### config.mk
export PLATFORM = sky130hd
export DESIGN_NAME = uart_tx_arbiter
export DESIGN_NICKNAME = d
export VERILOG_FILES = /design/src/rtl/uart_tx_arbiter.sv
export SDC_FILE = /design/constraint.sdc
export NUM_CORES = 1
export LEC_CHECK = 0
export CAP_MARGIN = 10
export CORE_MARGIN = 2
export CORE_UTILIZATION = 40
export CTS_BUF_LIST = sky130_fd_sc_hd__clkbuf_16
export DETAILED_ROUTE_END_ITERATION = 10
export PLACE_DENSITY_LB_ADDON = 0.05
export SLEW_MARGIN = 30
export SYNTH_ARGS = -nofsm -noshare
export SYNTH_HDL_FRONTEND = slang
export SYNTH_SLANG_ARGS = --single-unit
### constraint.sdc
create_clock -name i_clk -period 4.7 [get_ports i_clk]
set_clock_uncertainty 0.05 [all_clocks]
set_input_delay 0.94 -clock i_clk [delete_from_list [all_inputs] [get_ports i_clk]]
set_output_delay 0.94 -clock i_clk [all_outputs]
set_load 0.005 [all_outputs]
### src/rtl/uart_tx_arbiter.sv
// rtl/uart_tx_arbiter.sv - round-robin frame arbiter sharing one uart_tx among N_REQ byte streams
// A grant locks the transmitter to one requester until its last byte or a hold timeout.
module uart_tx_arbiter #(
  parameter int N_REQ        = 4,
  parameter int HOLD_TIMEOUT = 1023
) (
  input  logic                     i_clk,
  input  logic                     i_rst_n,
  input  logic [N_REQ-1:0]         i_req,
  input  logic [N_REQ-1:0]         i_req_last,
  input  logic [8*N_REQ-1:0]       i_req_data,
  output logic [N_REQ-1:0]         o_ack,
  output logic [7:0]               o_byte2send,
  output logic                     o_tx_start,
  input  logic                     i_tx_done,
  output logic [$clog2(N_REQ)-1:0] o_owner,
  output logic                     o_busy
);

  localparam int IW = $clog2(N_REQ);
  localparam int CW = $clog2(HOLD_TIMEOUT + 1);
  localparam logic [CW-1:0] HOLD_LIM = CW'(HOLD_TIMEOUT);
  localparam logic [CW-1:0] CNT_MAX  = '1;

  typedef enum logic [1:0] {S_IDLE, S_START, S_WAIT_DONE, S_HOLD} state_t;

  state_t            r_state;
  state_t            w_state_nxt;
  logic [IW-1:0]     r_rr_ptr;
  logic [CW-1:0]     r_hold_cnt;
  logic              r_last;
  logic [IW-1:0]     r_owner;
  logic [7:0]        r_byte;
  logic [N_REQ-1:0]  r_ack;
  logic              r_tx_start;
  logic              r_busy;

  logic              w_grant_vld;
  logic [IW-1:0]     w_grant_idx;
  logic [IW-1:0]     w_owner_inc;
  logic [CW-1:0]     w_hold_inc;
  logic              w_load;
  logic [IW-1:0]     w_load_idx;
  logic [IW-1:0]     w_rr_nxt;
  logic [CW-1:0]     w_hold_nxt;
  logic              w_start_nxt;
  logic              w_busy_nxt;
  logic [N_REQ-1:0]  w_ack_nxt;

  function automatic logic [IW-1:0] wrap_idx(input int base, input int off);
    int s;
    s = base + off;
    if (s >= N_REQ) s = s - N_REQ;
    return s[IW-1:0];
  endfunction

  // Scan downward so the lowest offset from r_rr_ptr is the last (winning) assignment.
  always_comb begin
    w_grant_vld = 1'b0;
    w_grant_idx = '0;
    for (int k = N_REQ - 1; k >= 0; k--) begin
      if (i_req[wrap_idx(int'(r_rr_ptr), k)]) begin
        w_grant_vld = 1'b1;
        w_grant_idx = wrap_idx(int'(r_rr_ptr), k);
      end
    end
  end

  assign w_owner_inc = wrap_idx(int'(r_owner), 1);
  assign w_hold_inc  = (r_hold_cnt == CNT_MAX) ? r_hold_cnt : r_hold_cnt + 1'b1;

  always_ff @(posedge i_clk or negedge i_rst_n) begin
    if (!i_rst_n) r_state <= S_IDLE;
    else          r_state <= w_state_nxt;
  end

  always_comb begin
    w_state_nxt = r_state;
    case (r_state)
      S_IDLE:      if (w_grant_vld) w_state_nxt = S_START;
      S_START:     w_state_nxt = S_WAIT_DONE;
      S_WAIT_DONE: if (i_tx_done) w_state_nxt = r_last ? S_IDLE : S_HOLD;
      S_HOLD: begin
        if (i_req[r_owner])             w_state_nxt = S_START;
        else if (w_hold_inc == HOLD_LIM) w_state_nxt = S_IDLE;
      end
      default:     w_state_nxt = S_IDLE;
    endcase
  end

  // Outputs are computed from the next state and registered, so they align with the state they describe.
  always_comb begin
    w_load     = 1'b0;
    w_load_idx = r_owner;
    w_rr_nxt   = r_rr_ptr;
    w_hold_nxt = r_hold_cnt;
    case (r_state)
      S_IDLE: begin
        if (w_grant_vld) begin
          w_load     = 1'b1;
          w_load_idx = w_grant_idx;
        end
      end
      S_WAIT_DONE: begin
        if (i_tx_done) begin
          if (r_last) w_rr_nxt   = w_owner_inc;
          else        w_hold_nxt = '0;
        end
      end
      S_HOLD: begin
        if (i_req[r_owner]) begin
          w_load = 1'b1;
        end else begin
          w_hold_nxt = w_hold_inc;
          if (w_hold_inc == HOLD_LIM) w_rr_nxt = w_owner_inc;
        end
      end
      default: ;
    endcase
    w_start_nxt = (w_state_nxt == S_START);
    w_busy_nxt  = (w_state_nxt != S_IDLE);
    w_ack_nxt   = '0;
    if (w_start_nxt) w_ack_nxt[w_load_idx] = 1'b1;
  end

  always_ff @(posedge i_clk or negedge i_rst_n) begin
    if (!i_rst_n) begin
      r_rr_ptr   <= '0;
      r_hold_cnt <= '0;
      r_last     <= 1'b0;
      r_owner    <= '0;
      r_byte     <= '0;
      r_ack      <= '0;
      r_tx_start <= 1'b0;
      r_busy     <= 1'b0;
    end else begin
      r_rr_ptr   <= w_rr_nxt;
      r_hold_cnt <= w_hold_nxt;
      r_ack      <= w_ack_nxt;
      r_tx_start <= w_start_nxt;
      r_busy     <= w_busy_nxt;
      if (w_load) begin
        r_owner <= w_load_idx;
        r_byte  <= i_req_data[{w_load_idx, 3'b000} +: 8];
        r_last  <= i_req_last[w_load_idx];
      end
    end
  end

  assign o_ack       = r_ack;
  assign o_tx_start  = r_tx_start;
  assign o_byte2send = r_byte;
  assign o_owner     = r_owner;
  assign o_busy      = r_busy;

endmodule

==> results.yml <==
synthesis:
  synth_compound_area_share_pct: 17.6
  synth_cells: 192
  synth.ff_latch_count: 31
  synth_edf_count: 0
  yosysSeqAreaShare_pct: 38.8
  synth_top_area_share_pct: 38.8
  ys_types: 49
  synth_top_family_by_area: "multiplexers"
  ys_warn_count: 0
  synthMuxAreaShare_pct: 18.5
  yosys-top-cells-area: "dfrtp_1, mux4_2, mux2_2"
  ys_async_sr_fraction_pct: 100
  ys.flop_type: "dfrtp_1"
  synth_area_per_cell_um2: 10.4
  synthAdderAreaFrac_pct: 3.13
  synthSimpleGateAreaFrac_pct: 17.8
  syn_area_mm2: 0.00200
  syn_nets: 240
  synth_area_leader_cell: "dfrtp_1"
  synth-xor-area-share_pct: 0.877
layout:
  drive_gt1_share_pct: 15.5
  layout_commonest_cell: "clkdlybuf4s50_1"
  antennaDiodeCount: 0
  most-common-layout-cells: "clkdlybuf4s50_1, dfrtp_1, nand2_1, a21oi_1, mux2_2"
  fillers: 412
  layout.nets: 300
  syn_to_final_growth_pct: 39.9
  final_area_mm2: 0.00280
  seq_area_um2: 776
  multi_input_area_mm2: 0.00117
clock_network:
  cts_tree: "built"
  cts_buffers: 5
  cts_resized: 0
  clk_pin_slew_ps: 50
  cts_max_path_buffers: 2
  clkLatencyLatePin_ps: 270
  hold_buffers: 0
  clock-root-buffer: "clkbuf_16"
  htreeDepth: 2
  clkSinkCount: 31
  cts_setup_buffers: 0
placed_design:
  dp_hpwl_mm: 3.63
  dpl_cell_area_mm2: 0.00266
  port_buffers: 58
  gp_congestion: 0.837
worst_setup_path:
  path_max_fanout: 11
  arrival_ps: 3480
  cp_num_buf_inv: 2
  worst_path_dominant_cell_family: "simple AND/OR/NAND/NOR gates"
  start_kind: "primary input"
  crit_path_end_kind: "register"
  worstSetupPathType: "primary input to register"
  worstPathRequired_ps: 4810
  cp_cell_sequence: "clkdlybuf4s50_1 -> nor4_1 -> nand2b_1 -> nand2_1 -> o41ai_2 -> buf_4 -> mux4_2 -> mux2_2"
  cp_slowest_cell: "mux4_2"
  slowest_delay_ps: 530
grt:
  grt-ovfl-total: 0
  grt_max_degree: 32
  grt_pass1_wl_mm: 8.05
  grt_pass1_vias: 1737
  grt_usage_pct: 19.1
  grt_antenna_before_repair: 0
routing:
  drt_wl_total_mm: 4.84
  drcViolationCount: 0
  avgViaCountPerCell: 5.58
  num_vias: 1781
  antenna_left: 0
  drtPass1Iterations: 4
  wl_per_cell_um: 15.2
  drtIter0Drc: 81
flow_run:
  drv_cap: 0
outcome:
  status: "finished clean"
timing:
  rsz0062_at_grt: "no"
  relSlewSlack_pct: 62.1
  tns_ps: 0
  drv_slew: 0
  fmax_ghz: 0.296
  fin_crit_sh_pct: 71.9
  setup_viol: 0
  hold_viol_final: 0
  fin_crit_ps: 3380
  tightestPinTransition_ps: 569
floorplan:
  io_pins: 59
  num_rows: 25
  start_util_pct: 41.8
  die_h_um: 74.7
  coreArea_mm2: 0.00479
  die-area_mm2: 0.00558
  die_x_um: 74.7
power_and_ir_drop:
  p_per_area_mw_per_mm2: 554
  switching_share_pct: 36.5
  p_leak_nw: 1.15
  pwr-share-clk_pct: 19.2
  max-vdd-ir-drop_mv: 0.283
  p_sw_mw: 0.565
  combPwrFrac_pct: 52.9
  pwr-share-seq_pct: 27.9
  p_int_mw: 0.984
worst_hold_path:
  hp-class: "register to register"
through the flow:
step	setup slack (ps)	cells	utilization (%)	hold slack (ps)	power, mW
2_1_floorplan	1760	192	-	454	0.968
3_5_place_dp	1030	312	55.6	446	1.26
6_report	1320	319	58.4	453	1.55
4_1_cts	1320	319	58.4	455	1.57
5_1_grt	1180	319	58.4	461	1.67
3_3_place_gp	1130	312	55.6	439	1.26
path summary, 6_finish.rpt:
kind                                      from             end  slack [ps]  cells past startpoint
worst max-delay path                  i_req[2]  o_byte2send[3]        1320                      8
worst min-delay path            o_byte2send[2]  o_byte2send[2]         450                      1
worst max register to register   r_hold_cnt[0]        o_ack[0]        2100                      7
worst min register to register  o_byte2send[2]  o_byte2send[2]         450                      1
max in group asynchronous              i_rst_n  o_byte2send[3]        3290                      2
min in group asynchronous              i_rst_n          o_busy        1020                      2
cell families after synthesis:
kind of cell | count (synthesis)
XOR/XNOR | 2
buffers and inverters | 16
AO/OA/AOI/OAI | 50
multiplexers | 23
flip-flops | 31
AND/OR/NAND/NOR | 65
adder cells (fa/ha/maj) | 5
registers in the layout, indices dropped and copies added, names as in the netlist:
| signal | flops |
|---|---|
| o_owner | 2 |
| r_hold_cnt | 10 |
| r_last | 1 |
| r_state | 2 |
| o_tx_start | 1 |
| o_busy | 1 |
| r_rr_ptr | 2 |
| o_byte2send | 8 |
| o_ack | 4 |
metal layers:
metal | part of all wire [%] | global-route usage, %
met1 | 41 | 22.7
met2 | 51 | 33.0
met3 | 7.3 | 6.96
met4 | 0.43 | 4.37
met5 | 0 | 0
area by class of cell:
| cell class | count | share of cell area (%) |
|---|---|---|
| Tap cell | 67 | 3.00 |
| Clock buffer | 5 | 4.47 |
| Timing Repair Buffer | 61 | 21.6 |
| Multi-Input combinational cell | 145 | 41.8 |
| Sequential cell | 31 | 27.7 |
| Inverter | 8 | 1.07 |
| Clock inverter | 2 | 0.313 |
synthesized netlist by cell type, types with 2 or more instances:
| master | number |
|---|---|
| dfrtp_1 | 31 |
| nand4_1 | 3 |
| nand3_1 | 10 |
| nand2_1 | 21 |
| clkbuf_1 | 6 |
| nor2_1 | 10 |
| mux2_2 | 11 |
| o211a_1 | 2 |
| o21ai_1 | 3 |
| nor4_1 | 3 |
| o31ai_1 | 2 |
| ha_1 | 5 |
| mux4_2 | 10 |
| inv_1 | 8 |
| and4_1 | 2 |
| a31oi_1 | 4 |
| o21ai_0 | 8 |
| a21oi_1 | 12 |
| and3_1 | 2 |
| nor3_1 | 5 |
| a21o_1 | 4 |
| o41ai_1 | 3 |
power groups by stage:
stage	combinational (mW)	sequential (mW)	clock (mW)
after detailed placement	0.825	0.437	0
after floorplan	0.541	0.427	0
after global placement	0.819	0.436	0
after CTS	0.829	0.434	0.306
after global routing	0.901	0.448	0.320
final	0.819	0.432	0.298
worst register-to-register path, cell delays in order (launching register included):
cell	delay, ps
dfrtp_1	450
ha_1	370
and3_1	270
a21o_1	130
o2111ai_1	160
o311ai_1	530
nand4b_2	300
nor3_1	260
No activity file was read; power rests on OpenSTA's default activity.
